==> src/rtl/uart_rx_if.sv <==
// ----------------------------------------------------------------------------
// uart_rx_if
// Purpose : Bundles the serial input line and the received-byte outputs of
//           the UART receiver into one interface.
// Signals : rx        - serial line, idle high, 8N1, LSB first
//           rx_done   - one-cycle pulse, rx_data holds a new valid byte
//           rx_data   - last correctly framed byte, held between frames
//           frame_err - one-cycle pulse, stop bit sampled low
//           busy      - receiver is inside a frame (not IDLE)
// Modports: master - drives rx, observes receiver outputs (line side / bench)
//           slave  - the receiver itself
// ----------------------------------------------------------------------------
interface uart_rx_if;
  logic       rx;
  logic       rx_done;
  logic [7:0] rx_data;
  logic       frame_err;
  logic       busy;

  modport master (
    output rx,
    input  rx_done,
    input  rx_data,
    input  frame_err,
    input  busy
  );

  modport slave (
    input  rx,
    output rx_done,
    output rx_data,
    output frame_err,
    output busy
  );
endinterface

==> src/rtl/uart_rx.sv <==
// ----------------------------------------------------------------------------
// uart_rx
// Purpose : 8N1 UART receiver. The serial line is synchronized, a falling
//           edge starts a frame, the start bit is re-checked at mid-bit and
//           each data/stop bit is sampled one bit period later.
// Params  : CLKS_PER_BIT - clk cycles per serial bit (>= 4)
// Ports   : clk   - system clock, rising edge
//           n_rst - asynchronous active-low reset
//           bus   - uart_rx_if.slave (rx in; rx_done, rx_data, frame_err,
//                   busy out)
// ----------------------------------------------------------------------------
module uart_rx #(
  parameter int CLKS_PER_BIT = 434
) (
  input  logic       clk,
  input  logic       n_rst,
  uart_rx_if.slave   bus
);

  localparam int CW = $clog2(CLKS_PER_BIT);
  localparam logic [CW-1:0] HALF_M1 = CW'(CLKS_PER_BIT / 2 - 1);
  localparam logic [CW-1:0] FULL_M1 = CW'(CLKS_PER_BIT - 1);

  typedef enum logic [1:0] {
    IDLE  = 2'd0,
    START = 2'd1,
    DATA  = 2'd2,
    STOP  = 2'd3
  } state_t;

  state_t        state_r;
  state_t        state_next_s;

  logic          rx_meta_r;
  logic          rx_sync_r;     // second synchronizer flop
  logic          rx_sync_d_r;   // one-cycle-delayed copy for edge detect
  logic          start_edge_s;

  logic [CW-1:0] cnt_r;
  logic [2:0]    bit_idx_r;
  logic [7:0]    shift_r;
  logic [7:0]    rx_data_r;
  logic          rx_done_r;
  logic          frame_err_r;

  logic          cnt_clr_s;
  logic          bit_clr_s;
  logic          bit_inc_s;
  logic          shift_en_s;
  logic          done_set_s;
  logic          ferr_set_s;

  // Two-flop synchronizer plus delayed copy; all idle high so reset never
  // looks like a start edge.
  always_ff @(posedge clk or negedge n_rst) begin
    if (!n_rst) begin
      rx_meta_r   <= 1'b1;
      rx_sync_r   <= 1'b1;
      rx_sync_d_r <= 1'b1;
    end else begin
      rx_meta_r   <= bus.rx;
      rx_sync_r   <= rx_meta_r;
      rx_sync_d_r <= rx_sync_r;
    end
  end

  // Only a true high-to-low transition starts a frame, so a line held low
  // (break) cannot re-trigger.
  assign start_edge_s = rx_sync_d_r & ~rx_sync_r;

  // FSM state register.
  always_ff @(posedge clk or negedge n_rst) begin
    if (!n_rst) begin
      state_r <= IDLE;
    end else begin
      state_r <= state_next_s;
    end
  end

  // Next-state and datapath control decode.
  always_comb begin
    state_next_s = state_r;
    cnt_clr_s    = 1'b0;
    bit_clr_s    = 1'b0;
    bit_inc_s    = 1'b0;
    shift_en_s   = 1'b0;
    done_set_s   = 1'b0;
    ferr_set_s   = 1'b0;
    case (state_r)
      IDLE: begin
        // Counter held at zero so every exit from IDLE starts counting at 0.
        cnt_clr_s = 1'b1;
        if (start_edge_s) begin
          state_next_s = START;
        end else begin
          state_next_s = IDLE;
        end
      end
      START: begin
        if (cnt_r == HALF_M1) begin
          cnt_clr_s = 1'b1;
          if (!rx_sync_r) begin
            bit_clr_s    = 1'b1;
            state_next_s = DATA;
          end else begin
            // Line went back high before mid start bit: glitch, drop it.
            state_next_s = IDLE;
          end
        end else begin
          state_next_s = START;
        end
      end
      DATA: begin
        if (cnt_r == FULL_M1) begin
          cnt_clr_s  = 1'b1;
          shift_en_s = 1'b1;
          if (bit_idx_r == 3'd7) begin
            state_next_s = STOP;
          end else begin
            bit_inc_s    = 1'b1;
            state_next_s = DATA;
          end
        end else begin
          state_next_s = DATA;
        end
      end
      STOP: begin
        if (cnt_r == FULL_M1) begin
          cnt_clr_s    = 1'b1;
          state_next_s = IDLE;
          if (rx_sync_r) begin
            done_set_s = 1'b1;
          end else begin
            ferr_set_s = 1'b1;
          end
        end else begin
          state_next_s = STOP;
        end
      end
      default: begin
        cnt_clr_s    = 1'b1;
        state_next_s = IDLE;
      end
    endcase
  end

  // Bit-period counter, bit index and LSB-first shift register.
  always_ff @(posedge clk or negedge n_rst) begin
    if (!n_rst) begin
      cnt_r     <= '0;
      bit_idx_r <= 3'd0;
      shift_r   <= 8'h00;
    end else begin
      if (cnt_clr_s) begin
        cnt_r <= '0;
      end else begin
        cnt_r <= cnt_r + CW'(1);
      end
      if (bit_clr_s) begin
        bit_idx_r <= 3'd0;
      end else if (bit_inc_s) begin
        bit_idx_r <= bit_idx_r + 3'd1;
      end
      if (shift_en_s) begin
        shift_r[bit_idx_r] <= rx_sync_r;
      end
    end
  end

  // Registered result outputs: byte and pulses appear the cycle after the
  // stop sample; a framing error leaves the held byte untouched.
  always_ff @(posedge clk or negedge n_rst) begin
    if (!n_rst) begin
      rx_data_r   <= 8'h00;
      rx_done_r   <= 1'b0;
      frame_err_r <= 1'b0;
    end else begin
      rx_done_r   <= done_set_s;
      frame_err_r <= ferr_set_s;
      if (done_set_s) begin
        rx_data_r <= shift_r;
      end
    end
  end

  assign bus.rx_done   = rx_done_r;
  assign bus.rx_data   = rx_data_r;
  assign bus.frame_err = frame_err_r;
  assign bus.busy      = (state_r != IDLE);

endmodule

==> src/flat_wrapper.sv <==
// flat-port wrapper written by rule: the top's interface ports become plain ports
module uart_rx_flat 
#(
  parameter int CLKS_PER_BIT = 434
)
  (clk, n_rst, bus_rx, bus_rx_done, bus_rx_data, bus_frame_err, bus_busy);
  uart_rx_if bus_i ();
  input  logic clk;
  input  logic n_rst;
  input wire logic [$bits(bus_i.rx)-1:0] bus_rx;
  output wire logic [$bits(bus_i.rx_done)-1:0] bus_rx_done;
  output wire logic [$bits(bus_i.rx_data)-1:0] bus_rx_data;
  output wire logic [$bits(bus_i.frame_err)-1:0] bus_frame_err;
  output wire logic [$bits(bus_i.busy)-1:0] bus_busy;
  assign bus_i.rx = bus_rx;
  assign bus_rx_done = bus_i.rx_done;
  assign bus_rx_data = bus_i.rx_data;
  assign bus_frame_err = bus_i.frame_err;
  assign bus_busy = bus_i.busy;
  uart_rx #(.CLKS_PER_BIT(CLKS_PER_BIT)) u_core (.clk(clk), .n_rst(n_rst), .bus(bus_i));
endmodule
==> config.mk <==
export PLATFORM = sky130hd
export DESIGN_NAME = uart_rx_flat
export DESIGN_NICKNAME = d
export VERILOG_FILES = /design/src/rtl/uart_rx_if.sv /design/src/rtl/uart_rx.sv /design/src/flat_wrapper.sv
export SDC_FILE = /design/constraint.sdc
export NUM_CORES = 1
export LEC_CHECK = 0
export ABC_AREA = 1
export ABC_CLOCK_PERIOD_IN_PS = 2550
export CORE_ASPECT_RATIO = 1.25
export CORE_MARGIN = 2
export CORE_UTILIZATION = 35
export CTS_CLUSTER_DIAMETER = 120
export DETAILED_ROUTE_END_ITERATION = 7
export HOLD_SLACK_MARGIN = 0.08
export SYNTH_ARGS = -nofsm -noshare
export SYNTH_HDL_FRONTEND = slang
export SYNTH_SLANG_ARGS = --single-unit
==> constraint.sdc <==
create_clock -name clk -period 2.55 [get_ports clk]
set_input_delay 0.3825 -clock clk [delete_from_list [all_inputs] [get_ports clk]]
set_output_delay 0.3825 -clock clk [all_outputs]
set_load 0.1 [all_outputs]
Word level (Yosys, flattened, before mapping) --
Cells that the tools add are included.
Word-level totals: register bits after elaboration 35, input port bits 3, word-level logic and storage cells 55
Cells by class: $add $sub $neg 2, order comparisons 2, eq/ne operators 6, multiplexer cells 28, bitwise gates (word level) 2, reductions and logical operators 5
Operator list (count):
- two-way mux 1 bit | 18
- adder 9 x 1 -> 9 bit (second input constant) | 1
- equality test 9 x 8 -> 1 bit (second input constant) | 1
- equality test 9 bit (second input constant) | 1
- two-way mux 9 bit | 1
- bitwise mux 8 bit | 1
- case mux 2 bit (4 select lines) | 1
- two-way mux 2 bit | 3
- two-way mux 3 bit | 2
- equality test 2 bit (second input constant) | 2
- less-than comparator 3 x 4 -> 1 bit (second input constant) | 1
- nonzero test 2 bit | 2
- adder 3 x 1 -> 3 bit (second input constant) | 1
- demux 1 bit (select 3 bit) | 1
- equality test 3 bit (second input constant) | 1
- >= comparator 3 x 1 -> 1 bit (second input constant) | 1
- case mux 1 bit (3 select lines) | 1
- equality test 2 x 1 -> 1 bit (second input constant) | 1
- logical NOT 2 bit | 1
- OR reduction 2 bit | 1
- bitwise AND 1 bit | 1
- logical AND 1 bit | 1
- NOT 1 bit | 1

Depth between registers and ports, before layout --
word-level depth 6, depth in mapped cells 9, mapped depth without buffers 9

Least setup slack after synthesis --
OpenSTA, ideal clock, no wires.
path type reg2out, start register u_core.state_r[1], end output port bus_busy, data arrival time 1.021 ns, path slack 1.147 ns, cell stages (with the launch flop) 3, path buffers 0, path through dfrtp_1 > nor2_1 > inv_1
Between the ends: longest elaborated chain between the ends 1
Ends and longest elaborated chain:
- start, declared | RTL line uart_rx.sv:31 | state_t state_r;
- start signal, assigned | RTL line uart_rx.sv:76 | state_r <= state_next_s;
- nonzero test 2 bit | RTL line uart_rx.sv:189 | assign bus.busy = (state_r != IDLE);
- end, declared | RTL line flat_wrapper.sv:14 | output wire logic [$bits(bus_i.busy)-1:0] bus_busy;
No other way between the ends.

Worst setup path after layout --
start register u_core.cnt_r[1], end register u_core.rx_data_r[7], in the netlist u_core.bus.rx_data[7]
Between the ends: longest elaborated chain between the ends 3
Ends and longest elaborated chain:
- start, declared | RTL line uart_rx.sv:39 | logic [CW-1:0] cnt_r;
- start signal, assigned | RTL line uart_rx.sv:157 | cnt_r <= cnt_r + CW'(1);
- equality test 9 bit | RTL line uart_rx.sv:128 | if (cnt_r == FULL_M1) begin
- two-way mux 1 bit | RTL line uart_rx.sv:128
- two-way mux 1 bit | RTL line uart_rx.sv:89 | case (state_r)
- end signal, assigned | RTL line uart_rx.sv:181 | rx_data_r <= shift_r;
- end, declared | RTL line uart_rx.sv:42 | logic [7:0] rx_data_r;
No other way between the ends. A chain may end at the register's enable or synchronous reset.

==> flow_metrics.tcl <==
set metrics [dict create \
    cts_made_buffers 5 \
    cts_hold_buffers 0 \
    cts-htree-levels 2 \
    post_drt_wl_per_cell_um 10.3 \
    drtPass1Iterations 4 \
    slew_violations 0 \
    viasPerCell 4.48 \
    antenna_left 0 \
    min_path_type "flip-flop to flip-flop" \
    use_met2_pct 21.9 \
    finalSetupTns_ns 0 \
    yosysSeqAreaShare_pct 52.5 \
    synthXorXnorAreaFrac_pct 2.61 \
    drv_cap 0 \
    grt_use_total_pct 13.3 \
    clk_latency_ns 0.28 \
    cts_buffer_depth 2 \
    die_width_um 65.9 \
    globalplace.congestion 0.767 \
    cts_tree "done" \
    grt_use_met1_pct 15.4 \
    dp_hpwl_mm 2.13 \
    grt_max_degree 36 \
    yosys.cell_types.count 20 \
    p_leak_nw 1.07 \
    yosysWarnings 0 \
    crit_required_ns 2.72 \
    synth_area_per_cell_um2 8.34 \
    clk_pin_slew_ns 0.07 \
    syn_area_mm2 0.00168 \
    grt_pass1_vias 1229 \
    final_common_cell "nand2_1" \
    vdd_drop_max_v 0.000452 \
    powerDensity_mw_per_mm2 682 \
    root_buffer "clkbuf_8" \
    synthAdderAreaFrac_pct 3.73 \
    use_met3_pct 4.16 \
    antenna_cells 0 \
    core_area_mm2 0.00466 \
    vias 1260 \
    end_kind "flip-flop" \
    post-route-min-period_ns 1.58 \
    fin_crit_sh_pct 61.9 \
    drc 0 \
    status "finished, final reports clean" \
    dieArea_mm2 0.00536 \
    finClkSkew_ns 0.00515 \
    grt_pass1_wl_mm 5.37 \
    area_delta_synth_final_pct 17.1 \
    max_slew.worst_pin.slew_ns 0.437 \
    start_kind "flip-flop" \
    cts_resized 0 \
    n_fill_cell 485 \
    drt-total-wl_mm 2.91 \
    grt_overflow 0 \
    timing.critical_path.fanout_max 8 \
    total_power_mw 1.34 \
    fmax_mhz 633 \
    cts.sinks 35 \
    synthSimpleGateAreaFrac_pct 34.9 \
    drive_gt1_share_pct 13.6 \
    layout_common_cells "nand2_1, dfrtp_1, nor2_1" \
    grt_busiest_layer "met2" \
    hold_viol_final 0 \
    path_class "flip-flop to flip-flop" \
    max-slew-margin-rel_pct 70.8 \
    die_h_um 81.4 \
    rsz0062_at_grt "false" \
    io_pins 14 \
    setup_viol 0 \
    syn-num-nets 209 \
    synth_compound_area_share_pct 0.597 \
    r2r_setup_slack_ns 0.97 \
    drt_iter0_drc 58 \
    muxShareOfSynthArea_pct 0 \
    antenna_found_initial 0 \
    synth_top_family_by_area "simple AND/OR/NAND/NOR gates" \
    portBuffers 13 \
    cts_setup_buffers 0 \
    netlist_instances 201 \
    start_util_pct 36.0 \
    crit_arrival_ns 1.75 \
    fin_nets 228 \
    ys_seq_elements 35 \
    row_count 28 \
]
[cells in the mapped netlist]
library cell | count | area share, %
buf_6 | 1 | 0.67
inv_2 | 1 | 0.22
xor2_1 | 4 | 2.1
nand2_1 | 74 | 17
dfstp_2 | 3 | 4.7
a21oi_1 | 2 | 0.60
nand2_4 | 1 | 0.67
nor2_8 | 1 | 1.2
nand4_1 | 4 | 1.5
nor3_1 | 3 | 0.90
nor2_4 | 2 | 1.3
nor2_1 | 23 | 5.1
xnor2_1 | 1 | 0.52
inv_1 | 20 | 4.5
dfrtp_1 | 32 | 48
nand2_2 | 1 | 0.37
ha_1 | 5 | 3.7
nand3_1 | 21 | 6.3
buf_2 | 1 | 0.30
nor3_4 | 1 | 0.97
[logic make-up after synthesis]
logic type,Yosys count
AO/OA/AOI/OAI,2
XOR/XNOR,5
adder cells (fa/ha/maj),5
buffers and inverters,23
flip-flops,35
AND/OR/NAND/NOR,131
[state kept, by name (all words and copies together), names as in the netlist, 2 cells and up]
name                cells
u_core.cnt_r            9
u_core.bus.rx_data      8
u_core.shift_r          8
u_core.bit_idx_r        3
u_core.state_r          2
[through the flow]
step | area [um^2] | cells | setup slack, ns | util (%) | hold WS [ns]
global placement | 1850 | 273 | 1.01 | 39.6 | 0.348
CTS | 1960 | 281 | 0.925 | 42.1 | 0.357
detailed placement | 1850 | 273 | 0.938 | 39.6 | 0.347
finish | 1960 | 281 | 0.971 | 42.1 | 0.357
floorplan | 1680 | 201 | 1.15 | - | 0.0869
global route | 1960 | 281 | 0.827 | 42.1 | 0.366
[worst max-delay path, cell delays in order (launching register included)]
cell and delay, ns:
dfrtp_1 0.40, inv_1 0.08, ha_1 0.14, nand2_1 0.08, nor2_4 0.17, nand4_1 0.36, nand2_1 0.17, nand2_1 0.07
[path summary, 6_finish.rpt]
check | from | cells past startpoint | to
setup / recovery | u_core.cnt_r[1]$_DFF_PN0_ | 7 | u_core.bus.rx_data[7]$_DFFE_PN0P_
hold / removal | u_core.rx_meta_r$_DFF_PN1_ | 0 | u_core.rx_sync_r$_DFF_PN1_
setup reg to reg | u_core.cnt_r[1]$_DFF_PN0_ | 7 | u_core.bus.rx_data[7]$_DFFE_PN0P_
hold reg to reg | u_core.rx_meta_r$_DFF_PN1_ | 0 | u_core.rx_sync_r$_DFF_PN1_
max in group asynchronous | n_rst | 2 | u_core.rx_sync_r$_DFF_PN1_
min in group asynchronous | n_rst | 2 | u_core.cnt_r[7]$_DFF_PN0_
[per-layer routing]
metal | wire (um) | up-vias | part of all wire [%]
met5 | 0 | - | 0
met4 | 74 | 0 | 2.5
met3 | 118 | 6 | 4.1
met2 | 1400 | 19 | 48
met1 | 1320 | 570 | 45
li1 | - | 665 | -
[cell type report]
cell class                      instances  area (um^2)  area share [%]
Timing Repair Buffer                   14          110            5.61
Sequential cell                        35          880            44.8
Clock buffer                            6         82.6            4.21
Clock inverter                          2         35.0            1.78
Multi-Input combinational cell        143          702            35.8
Inverter                               21         78.8            4.02
Tap cell                               60         75.1            3.82
[where the power goes]
| group | leakage (nW) | switching [mW] | internal [mW] |
|---|---|---|---|
| registers | 0.468 | 0.0515 | 0.600 |
| logic | 0.544 | 0.111 | 0.0652 |
| clock network | 0.0612 | 0.194 | 0.316 |
No activity file was read; power rests on OpenSTA's default activity.
